## config.mk

```make
export PLATFORM = sky130hd
export DESIGN_NAME = uart_rx_fifo
export DESIGN_NICKNAME = d
export VERILOG_FILES = /design/src/rtl/uart_pkg.sv /design/src/rtl/rise_detect.sv /design/src/rtl/uart_rx_fifo.sv
export SDC_FILE = /design/constraint.sdc
export NUM_CORES = 1
export LEC_CHECK = 0
export ABC_CLOCK_PERIOD_IN_PS = 8700
export BUFFER_PORTS_ARGS = -buffer_cell sky130_fd_sc_hd__buf_4
export CORE_MARGIN = 5
export CORE_UTILIZATION = 50
export CTS_CLUSTER_SIZE = 16
export DETAILED_ROUTE_END_ITERATION = 8
export PLACE_DENSITY = 0.79
export SLEW_MARGIN = 20
export SYNTH_ARGS = -nofsm -noshare
export SYNTH_HDL_FRONTEND = slang
export SYNTH_SLANG_ARGS = --single-unit
```

## constraint.sdc

```tcl
create_clock -name clk -period 8.7 [get_ports clk]
set_input_delay 1.305 -clock clk [delete_from_list [all_inputs] [get_ports clk]]
set_output_delay 1.305 -clock clk [all_outputs]
set_load 0.01 [all_outputs]
```

## src/rtl/uart_pkg.sv

```systemverilog
// ----------------------------------------------------------------------------
// uart_pkg
// Shared constants for the UART blocks (uart_rx, uart_tx, uart_rx_fifo).
//   UART_DATA_WIDTH       default character width
//   UART_FIFO_DEPTH_LOG2  default receive FIFO depth exponent (2**N entries)
//   sat_inc8()            saturating 8-bit increment used by statistics counters
// ----------------------------------------------------------------------------
package uart_pkg;

    localparam int UART_DATA_WIDTH      = 8;
    localparam int UART_FIFO_DEPTH_LOG2 = 4;

    // Increment that sticks at 255 instead of wrapping back to 0.
    function automatic logic [7:0] sat_inc8(input logic [7:0] value);
        return (value == 8'hFF) ? value : value + 8'd1;
    endfunction

endpackage : uart_pkg

```

## src/rtl/rise_detect.sv

```systemverilog
// ----------------------------------------------------------------------------
// rise_detect
// Registered rising-edge detector. `rise` is high for the cycle in which `d`
// is 1 and its registered copy is still 0. RESET_VAL selects the assumed
// previous level after reset: 1 suppresses an edge for a level that is
// already high when reset releases.
// Ports:
//   clk    system clock
//   rst_n  asynchronous active-low reset
//   d      level input (already synchronous to clk)
//   rise   combinational rising-edge pulse
// ----------------------------------------------------------------------------
module rise_detect #(
    parameter logic RESET_VAL = 1'b0
) (
    input  logic clk,
    input  logic rst_n,
    input  logic d,
    output logic rise
);

    logic d_q;

    // NOTE: sequential state is assigned with <= so every flop samples its
    // inputs from before the edge, independent of process ordering.
    always_ff @(posedge clk or negedge rst_n) begin
        if (!rst_n) begin
            d_q <= RESET_VAL;
        end else begin
            d_q <= d;
        end
    end

    assign rise = d & ~d_q;

endmodule : rise_detect

```

## src/rtl/uart_rx_fifo.sv

```systemverilog
// ----------------------------------------------------------------------------
// uart_rx_fifo
// Receive-side buffer for uart_rx. Captures one byte on each rising edge of
// uart_rx's level-held ready, drops frames flagged with a framing error, and
// buffers good bytes in a 2**DEPTH_LOG2 first-word-fall-through FIFO that is
// drained over a valid/ready stream.
//
// Optional feature (compile-time macro UART_RX_FIFO_STATS_EN):
//   adds err_count[7:0] (error frames seen) and drop_count[7:0] (bytes lost
//   to overflow); both saturate at 255 and clear on clear_overflow.
//
// Ports:
//   clk, rst_n      clock, asynchronous active-low reset
//   rx_ready        uart_rx ready level, high while a byte is held
//   rx_error        uart_rx framing error for the held frame
//   rx_data         uart_rx received byte
//   out_data        head-of-FIFO byte, valid when out_valid=1
//   out_valid       FIFO non-empty
//   out_ready       consumer takes out_data this cycle when out_valid=1
//   level           occupancy 0..DEPTH
//   full            level == DEPTH
//   overflow        sticky: a good byte was dropped because the FIFO was full
//   clear_overflow  synchronous clear of overflow (and statistics)
// ----------------------------------------------------------------------------
module uart_rx_fifo
    import uart_pkg::*;
#(
    parameter int DATA_WIDTH = UART_DATA_WIDTH,
    parameter int DEPTH_LOG2 = UART_FIFO_DEPTH_LOG2
) (
    input  logic                  clk,
    input  logic                  rst_n,
    input  logic                  rx_ready,
    input  logic                  rx_error,
    input  logic [DATA_WIDTH-1:0] rx_data,
    output logic [DATA_WIDTH-1:0] out_data,
    output logic                  out_valid,
    input  logic                  out_ready,
    output logic [DEPTH_LOG2:0]   level,
    output logic                  full,
    output logic                  overflow,
`ifdef UART_RX_FIFO_STATS_EN
    output logic [7:0]            err_count,
    output logic [7:0]            drop_count,
`endif
    input  logic                  clear_overflow
);

    localparam int DEPTH = 1 << DEPTH_LOG2;

    // Pointers carry one extra wrap bit so full and empty are distinguishable
    // when the indices coincide.
    logic [DEPTH_LOG2:0]   wr_ptr;
    logic [DEPTH_LOG2:0]   rd_ptr;
    logic [DATA_WIDTH-1:0] mem [DEPTH];

    logic push_evt;
    logic push_good;
    logic pop;
    logic wr_en;
    logic drop;
    logic empty;

    // Reset value 1: a byte already held when reset releases is treated as
    // stale and is not captured.
    rise_detect #(
        .RESET_VAL (1'b1)
    ) u_ready_rise (
        .clk   (clk),
        .rst_n (rst_n),
        .d     (rx_ready),
        .rise  (push_evt)
    );

    assign empty = (wr_ptr == rd_ptr);
    assign full  = (wr_ptr[DEPTH_LOG2-1:0] == rd_ptr[DEPTH_LOG2-1:0]) &&
                   (wr_ptr[DEPTH_LOG2] != rd_ptr[DEPTH_LOG2]);
    assign level = wr_ptr - rd_ptr;

    assign out_valid = ~empty;
    assign out_data  = mem[rd_ptr[DEPTH_LOG2-1:0]];

    assign pop       = out_valid & out_ready;
    assign push_good = push_evt & ~rx_error;
    // A simultaneous pop frees the head slot at the same edge, so a full FIFO
    // can still accept the byte; the write lands on the slot being vacated.
    assign wr_en     = push_good & (~full | pop);
    assign drop      = push_good & full & ~pop;

    always_ff @(posedge clk or negedge rst_n) begin
        if (!rst_n) begin
            wr_ptr <= '0;
            rd_ptr <= '0;
        end else begin
            if (wr_en) begin
                wr_ptr <= wr_ptr + 1'b1;
            end
            if (pop) begin
                rd_ptr <= rd_ptr + 1'b1;
            end
        end
    end

    // NOTE: the storage array has no reset; stale contents are never visible
    // because reset empties the pointers, and a reset-free array can map to RAM.
    always_ff @(posedge clk) begin
        if (wr_en) begin
            mem[wr_ptr[DEPTH_LOG2-1:0]] <= rx_data;
        end
    end

    // Set has priority so a drop coinciding with a clear is not lost.
    always_ff @(posedge clk or negedge rst_n) begin
        if (!rst_n) begin
            overflow <= 1'b0;
        end else if (drop) begin
            overflow <= 1'b1;
        end else if (clear_overflow) begin
            overflow <= 1'b0;
        end
    end

`ifdef UART_RX_FIFO_STATS_EN
    logic err_evt;

    assign err_evt = push_evt & rx_error;

    // On clear, an event in the same cycle still counts: the counter restarts at 1.
    always_ff @(posedge clk or negedge rst_n) begin
        if (!rst_n) begin
            err_count  <= 8'd0;
            drop_count <= 8'd0;
        end else if (clear_overflow) begin
            err_count  <= {7'd0, err_evt};
            drop_count <= {7'd0, drop};
        end else begin
            if (err_evt) begin
                err_count <= sat_inc8(err_count);
            end
            if (drop) begin
                drop_count <= sat_inc8(drop_count);
            end
        end
    end
`endif

endmodule : uart_rx_fifo
```

* Word-level counts from Yosys, hierarchy flattened
Memories as Yosys holds them, arrays and structs flattened.
Cells that the tools add are included.
Widths: inputs -> output; s select.
** Word-level totals
- Register bits after elaboration :: 12
- Memory bits (writable) :: 128
- Logic and storage cells :: 29
- Output and inout port bits :: 16
- Memories :: 1
** Operators by class
- Add/sub/neg operators :: 3
- Equal/unequal tests :: 3
- Muxes and demuxes :: 4
- Bitwise gates (word level) :: 12
- Reductions and logical operators :: 2
** Memory list
- mem :: depth 16, bits a word 8, rd ports 1, clocked after memory_dff 0, wr ports 1, line uart_rx_fifo.sv:55 : logic [DATA_WIDTH-1:0] mem [DEPTH];
** Operators with widths (number)
- $add 5x1->5 const B :: 2
- $and 1x1->1 :: 6
- $eq 5x5->1 :: 1
- $not 1->1 :: 5
- $sub 5x5->5 :: 1
- $eq 4x4->1 :: 1
- $mux 1 :: 4
- $reduce_bool 2->1 :: 1
- $logic_and 1x1->1 :: 1
- $ne 1x1->1 :: 1
- $or 1x1->1 :: 1

* Longest topological paths before layout
- Depth after elaboration :: 7
- Gate-level depth with buffers :: 8
- Mapped depth without buffers :: 7

* Modules after synthesis
A second synthesis with hierarchy kept.
** Unflattened totals
- Cells, all modules :: 287
- Area, all modules :: 5675.4 um^2
** By module, submodules not included
- uart_rx_fifo :: cells an instance 285, times used 1, area each 5635.4 um^2
- rise_detect :: cells an instance 2, times used 1, area each 40.0 um^2

* Worst setup path after synthesis
OpenSTA, ideal clock, no wires.
- Path type :: input port to flip-flop
- Start :: input rx_error
- End :: memory mem[0][0] in the netlist's numbering, enable pin
- Data required time :: 8.317 ns
- Path buffers :: 0
- Setup slack :: 5.594 ns
- Stages :: 4
- Arrival :: 2.722 ns
- Cell sequence :: or3b_4 a31oi_2 nand2_1 nor3_1
** Between the ends
- Word-level cells in the longest chain between the ends :: 5
** Ends and longest elaborated chain
- start: declaration :: line uart_rx_fifo.sv:34 : input logic rx_error,
- $not 1->1 :: line uart_rx_fifo.sv:84 : assign push_good = push_evt & ~rx_error;
- $and 1x1->1 :: line uart_rx_fifo.sv:84
- $and 1x1->1 :: line uart_rx_fifo.sv:87 : assign wr_en = push_good & (~full | pop);
- $mux 1 :: line uart_rx_fifo.sv:107 : if (wr_en) begin
- $mux 1 (not written as such) :: line uart_rx_fifo.sv:108 : mem[wr_ptr[DEPTH_LOG2-1:0]] <= rx_data;
- end: declaration :: line uart_rx_fifo.sv:55
Every way passes these cells.

* Worst setup path after layout
- Start :: register rd_ptr[0]
- End :: output level[4]
** Between the ends
- Word-level cells in the longest chain between the ends :: 1
** Ends and longest elaborated chain
- start: declaration :: line uart_rx_fifo.sv:54 : logic [DEPTH_LOG2:0] rd_ptr;
- start signal: assignment :: line uart_rx_fifo.sv:99 : rd_ptr <= rd_ptr + 1'b1;
- $sub 5x5->5 :: line uart_rx_fifo.sv:78 : assign level = wr_ptr - rd_ptr;
- end: declaration :: line uart_rx_fifo.sv:39 : output logic [DEPTH_LOG2:0] level,
Every way passes these cells.

==> metrics.txt <==
pin slew with the least headroom to its limit between 1000 and 1500 ps; sequential cell fraction of total power 0.377; Post-Synthesis Cells 286; initial antenna violation count 0; vias in the first global route 2,926; Hold Path Class flip-flop to flip-flop; final core utilization 0.6027; hold buffers post-CTS 0; Final HPWL DP between 6000 and 7000 um; most frequent cells in the layout edfxtp_1, mux4_2, buf_4; IO Count 30; vias per cell 5.865; Worst Path Required 7390 ps; P_leak 2.242 nW; CTS Buf Count 17; Reg clk slew, reported paths 60 ps; Setup violations, final 0; Power Dens Cells 344.1 nW/um^2; core area 10,940 um^2; Critical path destination level[4]; fmax 0.2396 GHz; gpl congestion 0.8728; R2R setup slack 5140 ps; critical path launch point type flip-flop; drt total wl between 10,000 and 15,000 um; placed instance area 5966 um^2; worst vdd ir 189.1 uV; number of max-cap violations 0; Worst R2R End mem[2][4]; crit end category output pin; Mapped Area 5604 um^2; Comb power frac 0.296; Synth cell types 30; reg2reg start rd_ptr[2]; Post-synth EDFFs ~130; net switching fraction of the power 0.3072; Total GRT Usage 0.1843; CP Cell Sequence buf_4, ha_1, inv_1, fa_1, a21o_1, a21oi_1, xnor2_1, buf_4; register area share after synthesis 0.7397; Final ANT Viol Nets 0; ANT cells 0; P_sw 696.7 uW; Iter 0 DRT Violations 252; total gr overflow 0; row cnt 38; chip width 115.9 um; crit path max fanout 25; setup TNS 0 ps; largest net degree at the start of global routing 26; first-pass GRT wire length 17,360 um; CP Launch Point rd_ptr[0]; area grow syn2layout 17.62%; via count 2,815; Crit Path Category flip-flop to output pin; syn_area_per_cell 19.59 um^2; die height 115.9 um; share of cells above drive strength 1 0.3059; Post-Synth XOR/XNOR Area 0.02032; Final min period 4173 ps; CP dominant cell by count buf_4; Final Instance Area 6591 um^2; hold_ws 528.9 ps; Synth Register Bits 140; Post-Syn Nets a little over 300; CP arrival ~2900 ps; post-CTS sizing 0; main combinational cell family by area after synthesis multiplexers; drt wl/cell 23.35 um; outcome complete, no violations; remaining routing DRC violations 0; Worst slew margin 0.2651; nets@finish 351; final setup margin 4527 ps; CTS root buf clkbuf_16; Tcrit/Tclk final 0.4797; I/O Buffers 29; ys async rst share 0.08571; Layout Skew 7.736 ps; DRT Pass-1 Iters 5; CTS tree done; clk_lat worst skew around 410 ps; maximum root-to-sink buffer count 2; H-tree Lvls 4; starting density of the core 0.5125; Place WS 4707 ps; post-synthesis mux area share 0.1286; post-synthesis compound-gate area fraction 0.03394; total die area 13,430 um^2; clock share of power 0.327; RSZ-0062 raised after global routing false; post-synthesis adder-cell area fraction 0.02367; R2R depth 7; commonest non-fill, non-tap cell in the layout edfxtp_1; post-CTS setup buffer count 0; post-synthesis share of cell area spent on and, or, nand and nor gates 0.03729; endpoints failing hold 0; yosys warns 0; slowest CP cell dfrtp_2; CTS sink cnt 140; CP peak stage delay 610 ps; top_reg_cell synth edfxtp_1; Final Max Tran Viols 0; internal power 1.572 mW
logic make-up (layout without fill, tap and decap cells):
group	Yosys count	after routing
buffers and inverters	20	74
adders and majority gates	10	10
xor gates and xnor gates	13	13
muxes	32	32
AOI/OAI and AO/OA	26	26
DFF	140	140
and+or+nand+nor	45	45
routing by layer:
metal  vias to the layer above  global-route usage  share of wire
met2                        90              0.3003           0.52
li1                       1239                   -              -
met3                        14             0.05640          0.060
met4                         0             0.05027          0.011
met5                         -                   0              0
met1                      1472              0.2441           0.41
worst max-delay path, delay by kind of cell, from the launching register on:
kind,cells,cell delay (ps)
flip-flops,1,610
buffers and inverters,3,690
AO/OA/AOI/OAI,2,350
XOR/XNOR,1,150
adder cells (fa/ha/maj),2,640
power by group through the flow:
stage | logic (mW) | clock network [mW] | registers (mW)
after floorplan | 0.486 | 0 | 0.809
after global placement | 0.663 | 0 | 0.862
after detailed placement | 0.678 | 0 | 0.867
after CTS | 0.687 | 0.748 | 0.854
after global routing | 0.735 | 0.784 | 0.865
final | 0.671 | 0.742 | 0.855
cell usage after synthesis (2+ instances only):
cell | n | share of area
buf_4 | 2 | 0.0027
a22oi_1 | 16 | 0.021
nand4_1 | 3 | 0.0033
dfrtp_1 | 11 | 0.049
mux4_2 | 32 | 0.13
o21ai_0 | 2 | 0.0018
clkbuf_1 | 3 | 0.0020
nor2_1 | 15 | 0.010
nand2_1 | 17 | 0.011
edfxtp_1 | 128 | 0.69
inv_1 | 10 | 0.0067
nand2b_1 | 2 | 0.0022
nor3_1 | 4 | 0.0036
a21oi_1 | 3 | 0.0027
buf_2 | 2 | 0.0018
ha_1 | 9 | 0.020
xnor2_1 | 9 | 0.014
xor2_1 | 4 | 0.0063
a21o_1 | 2 | 0.0027
buf_1 | 2 | 0.0013
through the flow:
step	total power, mW	cells
final	2.268	480
after floorplan	1.295	286
after detailed placement	1.545	448
after global placement	1.525	448
after CTS	2.289	480
after global routing	2.384	480
layout make-up:
cell class                      instances  area, um^2
Sequential cell                       140        4148
Clock inverter                         15       188.9
Tap cell                              140       175.2
Multi-Input combinational cell        126        1376
Fill cell                             773        4344
Timing Repair Buffer                   32       240.2
Inverter                               10       37.54
Clock buffer                           17       425.4
state kept, by name, indices dropped and copies added (netlist names):
signal / count
mem: 128
overflow: 1
rd_ptr: 5
u_ready_rise.d_q: 1
wr_ptr: 5
how the worst min path moves through the flow:
stage,start,to,slack (ps),cells after the start
6_report,wr_ptr[4],wr_ptr[4],530,1
5_1_grt,wr_ptr[4],wr_ptr[4],540,1
4_1_cts,wr_ptr[4],wr_ptr[4],530,1
3_5_place_dp,wr_ptr[4],wr_ptr[4],520,1
3_3_place_gp,wr_ptr[4],wr_ptr[4],510,1
2_1_floorplan,wr_ptr[4],wr_ptr[4],500,1
No activity file was read; power rests on OpenSTA's default activity.
